--- src/rtl/control_barrido_displays.sv ---
// Multiplexed scan of the four Nexys2 seven-segment digits with a frame-synchronous
// shadow register, leading-zero blanking and per-digit decimal points.
module control_barrido_displays #(
  parameter int PRESCALE = 50000
) (
  input  logic        clkNexys2,
  input  logic        Reset,
  input  logic        Habilitacion,
  input  logic [15:0] valor,
  input  logic [3:0]  puntos,
  input  logic        supresionCeros,
  input  logic        cargaReq,
  output logic        cargaAck,
  output logic [3:0]  anodoDisplay,
  output logic [3:0]  digito,
  output logic        habDecod,
  output logic        puntoDisplay,
  output logic        finTrama
);
  localparam int PW = (PRESCALE > 2) ? $clog2(PRESCALE) : 1;
  localparam logic [PW-1:0] PMAX = PW'(PRESCALE - 1);

  typedef enum logic {APAGADO, ESCANEO} estado_t;

  estado_t       state_q, state_d;
  logic [PW-1:0] pre_q, pre_d;
  logic [1:0]    idx_q, idx_d;
  logic [15:0]   sh_q, sh_d;
  logic [3:0]    pts_q, pts_d;
  logic          ack_q, ack_d, fin_q, fin_d;
  logic [3:0]    an_q, an_d, dig_q, dig_d;
  logic          hd_q, hd_d, pt_q, pt_d;

  logic        tick, borde, carga, blank;
  logic [15:0] sh_sr;

  always_comb begin
    state_d = state_q;
    pre_d   = pre_q;
    idx_d   = idx_q;
    sh_d    = sh_q;
    pts_d   = pts_q;

    tick  = (state_q == ESCANEO) && (pre_q == PMAX);
    borde = tick && (idx_q == 2'd3);
    // In APAGADO there is no frame to tear, so a request is served immediately.
    carga = cargaReq && ((state_q == APAGADO) || borde);

    case (state_q)
      APAGADO: begin
        pre_d = '0;
        idx_d = 2'd0;
        if (Habilitacion) state_d = ESCANEO;
      end
      default: begin
        if (!Habilitacion) begin
          state_d = APAGADO;
          pre_d   = '0;
          idx_d   = 2'd0;
        end else begin
          pre_d = tick ? '0 : pre_q + 1'b1;
          idx_d = tick ? idx_q + 2'd1 : idx_q;
        end
      end
    endcase

    if (carga) begin
      sh_d  = valor;
      pts_d = puntos;
    end
    ack_d = carga;
    fin_d = borde;

    // Digit i is blank when every nibble from i upward is zero; digit 0 never blanks.
    sh_sr = sh_q >> {idx_q, 2'b00};
    blank = supresionCeros && (idx_q != 2'd0) && (sh_sr == 16'h0000);

    an_d  = 4'b1111;
    dig_d = 4'h0;
    hd_d  = 1'b0;
    pt_d  = 1'b1;
    if (state_q == ESCANEO) begin
      dig_d = sh_sr[3:0];
      if (!blank) begin
        an_d = ~(4'b0001 << idx_q);
        hd_d = 1'b1;
        pt_d = ~pts_q[idx_q];
      end
    end
  end

  always_ff @(posedge clkNexys2) begin
    if (Reset) begin
      state_q <= APAGADO;
      pre_q   <= '0;
      idx_q   <= 2'd0;
      sh_q    <= 16'h0000;
      pts_q   <= 4'b0000;
      ack_q   <= 1'b0;
      fin_q   <= 1'b0;
      an_q    <= 4'b1111;
      dig_q   <= 4'h0;
      hd_q    <= 1'b0;
      pt_q    <= 1'b1;
    end else begin
      state_q <= state_d;
      pre_q   <= pre_d;
      idx_q   <= idx_d;
      sh_q    <= sh_d;
      pts_q   <= pts_d;
      ack_q   <= ack_d;
      fin_q   <= fin_d;
      an_q    <= an_d;
      dig_q   <= dig_d;
      hd_q    <= hd_d;
      pt_q    <= pt_d;
    end
  end

  assign cargaAck     = ack_q;
  assign finTrama     = fin_q;
  assign anodoDisplay = an_q;
  assign digito       = dig_q;
  assign habDecod     = hd_q;
  assign puntoDisplay = pt_q;
endmodule

--- config.mk ---
export PLATFORM = sky130hd
export DESIGN_NAME = control_barrido_displays
export DESIGN_NICKNAME = d
export VERILOG_FILES = /design/src/rtl/control_barrido_displays.sv
export SDC_FILE = /design/constraint.sdc
export NUM_CORES = 1
export LEC_CHECK = 0
export ABC_AREA = 1
export CORE_ASPECT_RATIO = 0.5
export CORE_MARGIN = 4
export CORE_UTILIZATION = 25
export DETAILED_ROUTE_END_ITERATION = 8
export DONT_BUFFER_PORTS = 1
export GPL_ROUTABILITY_DRIVEN = 0
export PLACE_DENSITY = 0.46
export SYNTH_ARGS = -nofsm -noshare
export SYNTH_HDL_FRONTEND = slang
export SYNTH_SLANG_ARGS = --single-unit
--- constraint.sdc ---
create_clock -name clkNexys2 -period 1.5 [get_ports clkNexys2]
set_input_delay 0.075 -clock clkNexys2 [delete_from_list [all_inputs] [get_ports clkNexys2]]
set_output_delay 0.075 -clock clkNexys2 [all_outputs]
set_load 0.01 [all_outputs]
---- Word-level counts from Yosys, hierarchy flattened ----
Cells that the tools add are included.
storage, ports and cells
  register bits ........................... 51
  input bits .............................. 25
  output and inout bits ................... 12
  logic and storage cells ................. 38
cells by class
  add/sub/neg operators ................... 2
  order comparisons ....................... 1
  equal/unequal tests ..................... 2
  shift operators ......................... 2
  multiplexer cells ....................... 4
  bitwise logic cells ..................... 4
  reductions and logical operators ........ 12
operators with widths
  kind                                                count
  adder 16 x 1 -> 16 bit, second input constant       1
  equality test 16 bit, second input constant         1
  logical NOT 16 bit                                  1
  >> shifter 16 x 4 -> 16 bit                         1
  OR reduction 3 bit                                  2
  logical AND 1 bit                                   5
  NOT 4 bit                                           1
  OR reduction 4 bit                                  1
  << shifter 1 x 2 -> 4 bit, first input constant     1
  < comparator 2 x 3 -> 1 bit, second input constant  1
  two-way mux 1 bit                                   3
  NOT 1 bit                                           3
  adder 2 x 1 -> 2 bit, second input constant         1
  binary-select mux 1 bit (select 2 bit)              1
  equality test 2 bit, second input constant          1
  nonzero test 2 bit                                  1
  OR reduction 2 bit                                  1
  logical OR 1 bit                                    1

---- Longest topological paths before layout ----
  word-level depth ........................ 5
  gate-level depth with buffers ........... 10
  mapped depth without buffers ............ 10

---- Worst setup path after synthesis ----
No wires, ideal clock.
  path kind ............................... reg2reg
  start point ............................. register pre_q[0]
  end point ............................... register pts_q[1]
  library setup time ...................... 0.115 ns
  data arrival time ....................... 1.337 ns
  required time ........................... 1.385 ns
  path slack .............................. 0.048 ns
  cell stages (with the launch flop) ...... 10
  path buffers ............................ 1
  period minus slack after synthesis ...... 1.452 ns
  cell sequence ........................... dfxtp_1 -> ha_1 -> nand3_1 -> nor2_2 -> nand2_2 -> o21bai_4 -> buf_6 -> nand3_1 -> nand2_1 -> nor2_1
between the ends
  word-level cells in the longest chain between the ends .. 5
RTL lines
  what                    line  source
  from (decl)             26    logic [PW-1:0] pre_q, pre_d;
  from (signal assigned)  107   pre_q <= pre_d;
  equality test 16 bit    44    tick = (state_q == ESCANEO) && (pre_q == PMAX);
  logical AND 1 bit       44
  logical AND 1 bit       45    borde = tick && (idx_q == 2'd3);
  logical OR 1 bit        47    carga = cargaReq && ((state_q == APAGADO) || borde);
  logical AND 1 bit       47
  to (signal assigned)    110   pts_q <= pts_d;
  to (decl)               29    logic [3:0] pts_q, pts_d;
No other way between the ends.
A chain may end at the register's enable or synchronous reset.

---- Worst setup path after layout ----
  start point ............................. register pre_q[1]
  end point ............................... register sh_q[14]
between the ends
  word-level cells in the longest chain between the ends .. 5
RTL lines
  what                  line  source
  equality test 16 bit  44
  logical AND 1 bit     44
  logical AND 1 bit     45
  logical OR 1 bit      47
  logical AND 1 bit     47
  to (signal assigned)  97    sh_q <= 16'h0000;
  to (signal assigned)  109   sh_q <= sh_d;
  to (decl)             28    logic [15:0] sh_q, sh_d;
No other way between the ends.

==> impl_results.md <==
* Levels on crit path at 10
* Number of H-tree branching levels at 2
* Worst setup SP type: flop
* Cells after Synth at 354
* Synth Net Count at 384
* Unrepaired setup endpoints after global routing: yes
* Detailed router's first-iteration violation count at 105
* Worst-Margin Slew at 604 ps
* Period utilization at 96.5%
* Post-synth top area share at 41.0%
* Maximum fanout count along the critical path at 8
* Worst-case reg-to-reg path depth at 10
* Clock tree from TritonCTS: built
* Final hold viol count at 22
* Remaining number of nets flagged by the antenna check after routing at 0
* Critical-path cell with the highest stage delay: sky130_fd_sc_hd__dfxtp_2
* First element of the critical path: pre_q[1]
* Core area at 9570 µm²
* Combined area of all synthesized cells at 2490 µm²
* Non-filler cells in the finished layout at 517
* Count of unique library cells instantiated by Yosys at 32
* Floorplan die height at 78.6 µm
* Highest clock frequency the design can meet at 691 MHz
* Router iterations before antenna repair at 5
* Count of flip-flops with a built-in enable after synthesis at 0
* Crit path largest cell delay at 350 ps
* Die X at 149 µm
* Sequential share of the synthesized area at 41.0%
* Proportion of layout cells with a drive suffix above 1 at 21.7%
* Synth-to-layout area growth at 27.0%
* Number of nets in the layout at 412
* Number of warning messages in the yosys log at 0
* Final Routed Wirelength at 6180 µm
* Crit Reg-Reg Startpoint: pre_q[1]
* Number of max-cap violations at 0
* Min Hold Slack at -163 ps
* Headroom to the max-slew limit at 59.7%
* Routed length per placed instance at 12.0 µm
* Antenna fix cells at 0
* Result of the run: finished, violations left
* Average footprint of a synthesized cell at 7.03 µm²
* Clock slew seen by the registers of the worst setup and hold paths at 70 ps
* Wire length of the first global-routing pass at 10600 µm
* Kind of critical path: reg2reg
* Top flip-flop cell by instance count after synthesis: sky130_fd_sc_hd__dfxtp_1
* Clock tree buffer depth at 2
* Vias per cell at 4.28
* Worst hold path type: in2reg
* Final HPWL DP at 4490 µm
* Clk sink count at 51
* Maximum clock skew at final layout at 8.58 ps
* Root Buffer: sky130_fd_sc_hd__clkbuf_16
* Number of antenna violations at the first check in global routing at 0
* Initial core utilization at 26.0%
* I/O pin total at 37
* Number of vias in the routed layout at 2214
* Endpoint kind of the worst setup timing path: flop
* Total power density per cell area at 943 nW/µm²
* Most frequently used cell type in the post-synthesis netlist: sky130_fd_sc_hd__nand2_1
* Critical path buffers and inverters at 2
* Grt total ovfl at 0
* Number of hold buffers added after CTS at 1
* Violations in the final reports: hold timing
* Worst Setup EP: sh_q[14]
* Cell depth of the worst min-delay path at 1
* Total die area at 11700 µm²
* Clock latency of the later-clocked register in the worst-skew pair at 300 ps
* Async S/R FF share, synth at 0%
* Setup violators final at 0
* Final Critical Period at 1450 ps
* Synthesized flop and latch total at 51
* I/O Buffers at 0
* Placed cell count at 504
* Library cell with the largest summed area after synthesis: sky130_fd_sc_hd__dfxtp_1
* Power Total at 2.98 mW
* Static Leak at 1.34 nW
* Data arrival time of the worst path at 1640 ps
* Biggest area contributors in the synthesized netlist: sky130_fd_sc_hd__dfxtp_1 (41%), sky130_fd_sc_hd__nand2_1 (9.7%), sky130_fd_sc_hd__nor2_1 (8.0%), sky130_fd_sc_hd__inv_1 (7.4%), sky130_fd_sc_hd__nand3_1 (7.2%)
* Cells along the critical path: ha_4 -> nand3_4 -> nor2_4 -> nand2_2 -> o21bai_4 -> buf_12 -> clkbuf_16 -> nand3_1 -> nand2_1 -> nor2_1
* Critical path data required time at 1690 ps
* Capture point of the worst reg-to-reg path: sh_q[14]
* Number of global-route vias before repair at 2242
* Startpoint of the worst hold path: Reset
* Cell class contributing the biggest share of worst-path delay: simple AND/OR/NAND/NOR gates
* Cell types with the highest counts after synthesis: sky130_fd_sc_hd__nand2_1 (64), sky130_fd_sc_hd__nor2_1 (53), sky130_fd_sc_hd__dfxtp_1 (51)
* Maximum ir drop on the vdd rail at 430 µV
* Register-to-Register Setup Slack at 50 ps
* Total routing resource utilization after global routing at 11.1%
* Maximum number of pins on one net before global-route repair at 42
* Number of CTS-inserted buffers at 5
* Std-Cell Rows at 25
* Max-slew violations at 0
* DRC viols at 0
==> sequential cells by signal, summed over array words and instances (netlist names), 2 cells and up <==
signal,flops
anodoDisplay,4
digito,4
idx_q,2
pre_q,16
pts_q,4
sh_q,16
==> per-layer routing <==
metal	share of wire [%]	routed length (µm)	global-route usage [%]
met1	52	3210	15.0
met3	3.4	213	3.17
met4	1.0	62	3.01
met5	0	0	0
met2	44	2690	17.4
==> layout by cell type (no fill, tap or decap), types with 6 or more instances in the layout <==
cell / count
sky130_fd_sc_hd__inv_1: 48
sky130_fd_sc_hd__nand3_2: 7
sky130_fd_sc_hd__nand2_2: 7
sky130_fd_sc_hd__nor2_1: 47
sky130_fd_sc_hd__dfxtp_2: 7
sky130_fd_sc_hd__dfxtp_1: 43
sky130_fd_sc_hd__nand3_1: 28
sky130_fd_sc_hd__nand2_1: 61
sky130_fd_sc_hd__buf_4: 27
sky130_fd_sc_hd__nand4_1: 6
sky130_fd_sc_hd__clkbuf_16: 6
sky130_fd_sc_hd__nor2_2: 7
sky130_fd_sc_hd__o21ai_0: 6
sky130_fd_sc_hd__a21oi_1: 32
==> how the worst min path moves through the flow <==
stage,end
after floorplan,cargaAck
after global placement,cargaAck
after detailed placement,cargaAck
after CTS,cargaAck
after global routing,cargaAck
final,cargaAck
==> per-stage QoR <==
step | TNS, ps | worst slack, ps | cell area, µm² | utilization, %
after floorplan | 0 | 47.9 | 2490 | -
after global placement | -236 | -30.8 | 2790 | 29.1
after detailed placement | -289 | -32.4 | 2790 | 29.1
after CTS | -15.0 | -12.2 | 3040 | 31.7
after global routing | -422 | -35.9 | 3160 | 33.0
final | 0 | 52.7 | 3160 | 33.0
==> cell type report <==
class / count / area (µm²)
clock buffers: 5 / 125
flip-flops and latches: 51 / 1030
clock inverters: 2 / 37.5
well taps: 135 / 169
repair buffers: 35 / 340
fillers: 1070 / 6410
multi-input cells: 237 / 1260
inverters: 52 / 195
==> report_power, final <==
part | switching [mW] | internal (mW)
Sequential | 0.0334 | 1.40
Combinational | 0.132 | 0.117
Clock | 0.517 | 0.778
Total | 0.682 | 2.30
==> cells by family (layout without fill, tap and decap cells) <==
family	count (synthesis)	after routing	share of synthesized area (%)
flops	51	51	41.0
fa+ha+maj	5	5	2.51
compound gates	49	49	11.0
xor+xnor	4	4	1.41
simple gates	178	178	31.3
mux	1	1	0.402
buf+inv	66	94	12.3
==> timing repair <==
action	CTS	global route
buffers inserted	1	2
gates resized for setup	8	33
gates cloned	1	2
hold endpoints to repair	23	21
endpoints found under the setup margin	27	31
pin swaps	2	10
Power figures use the tool's default switching activity.
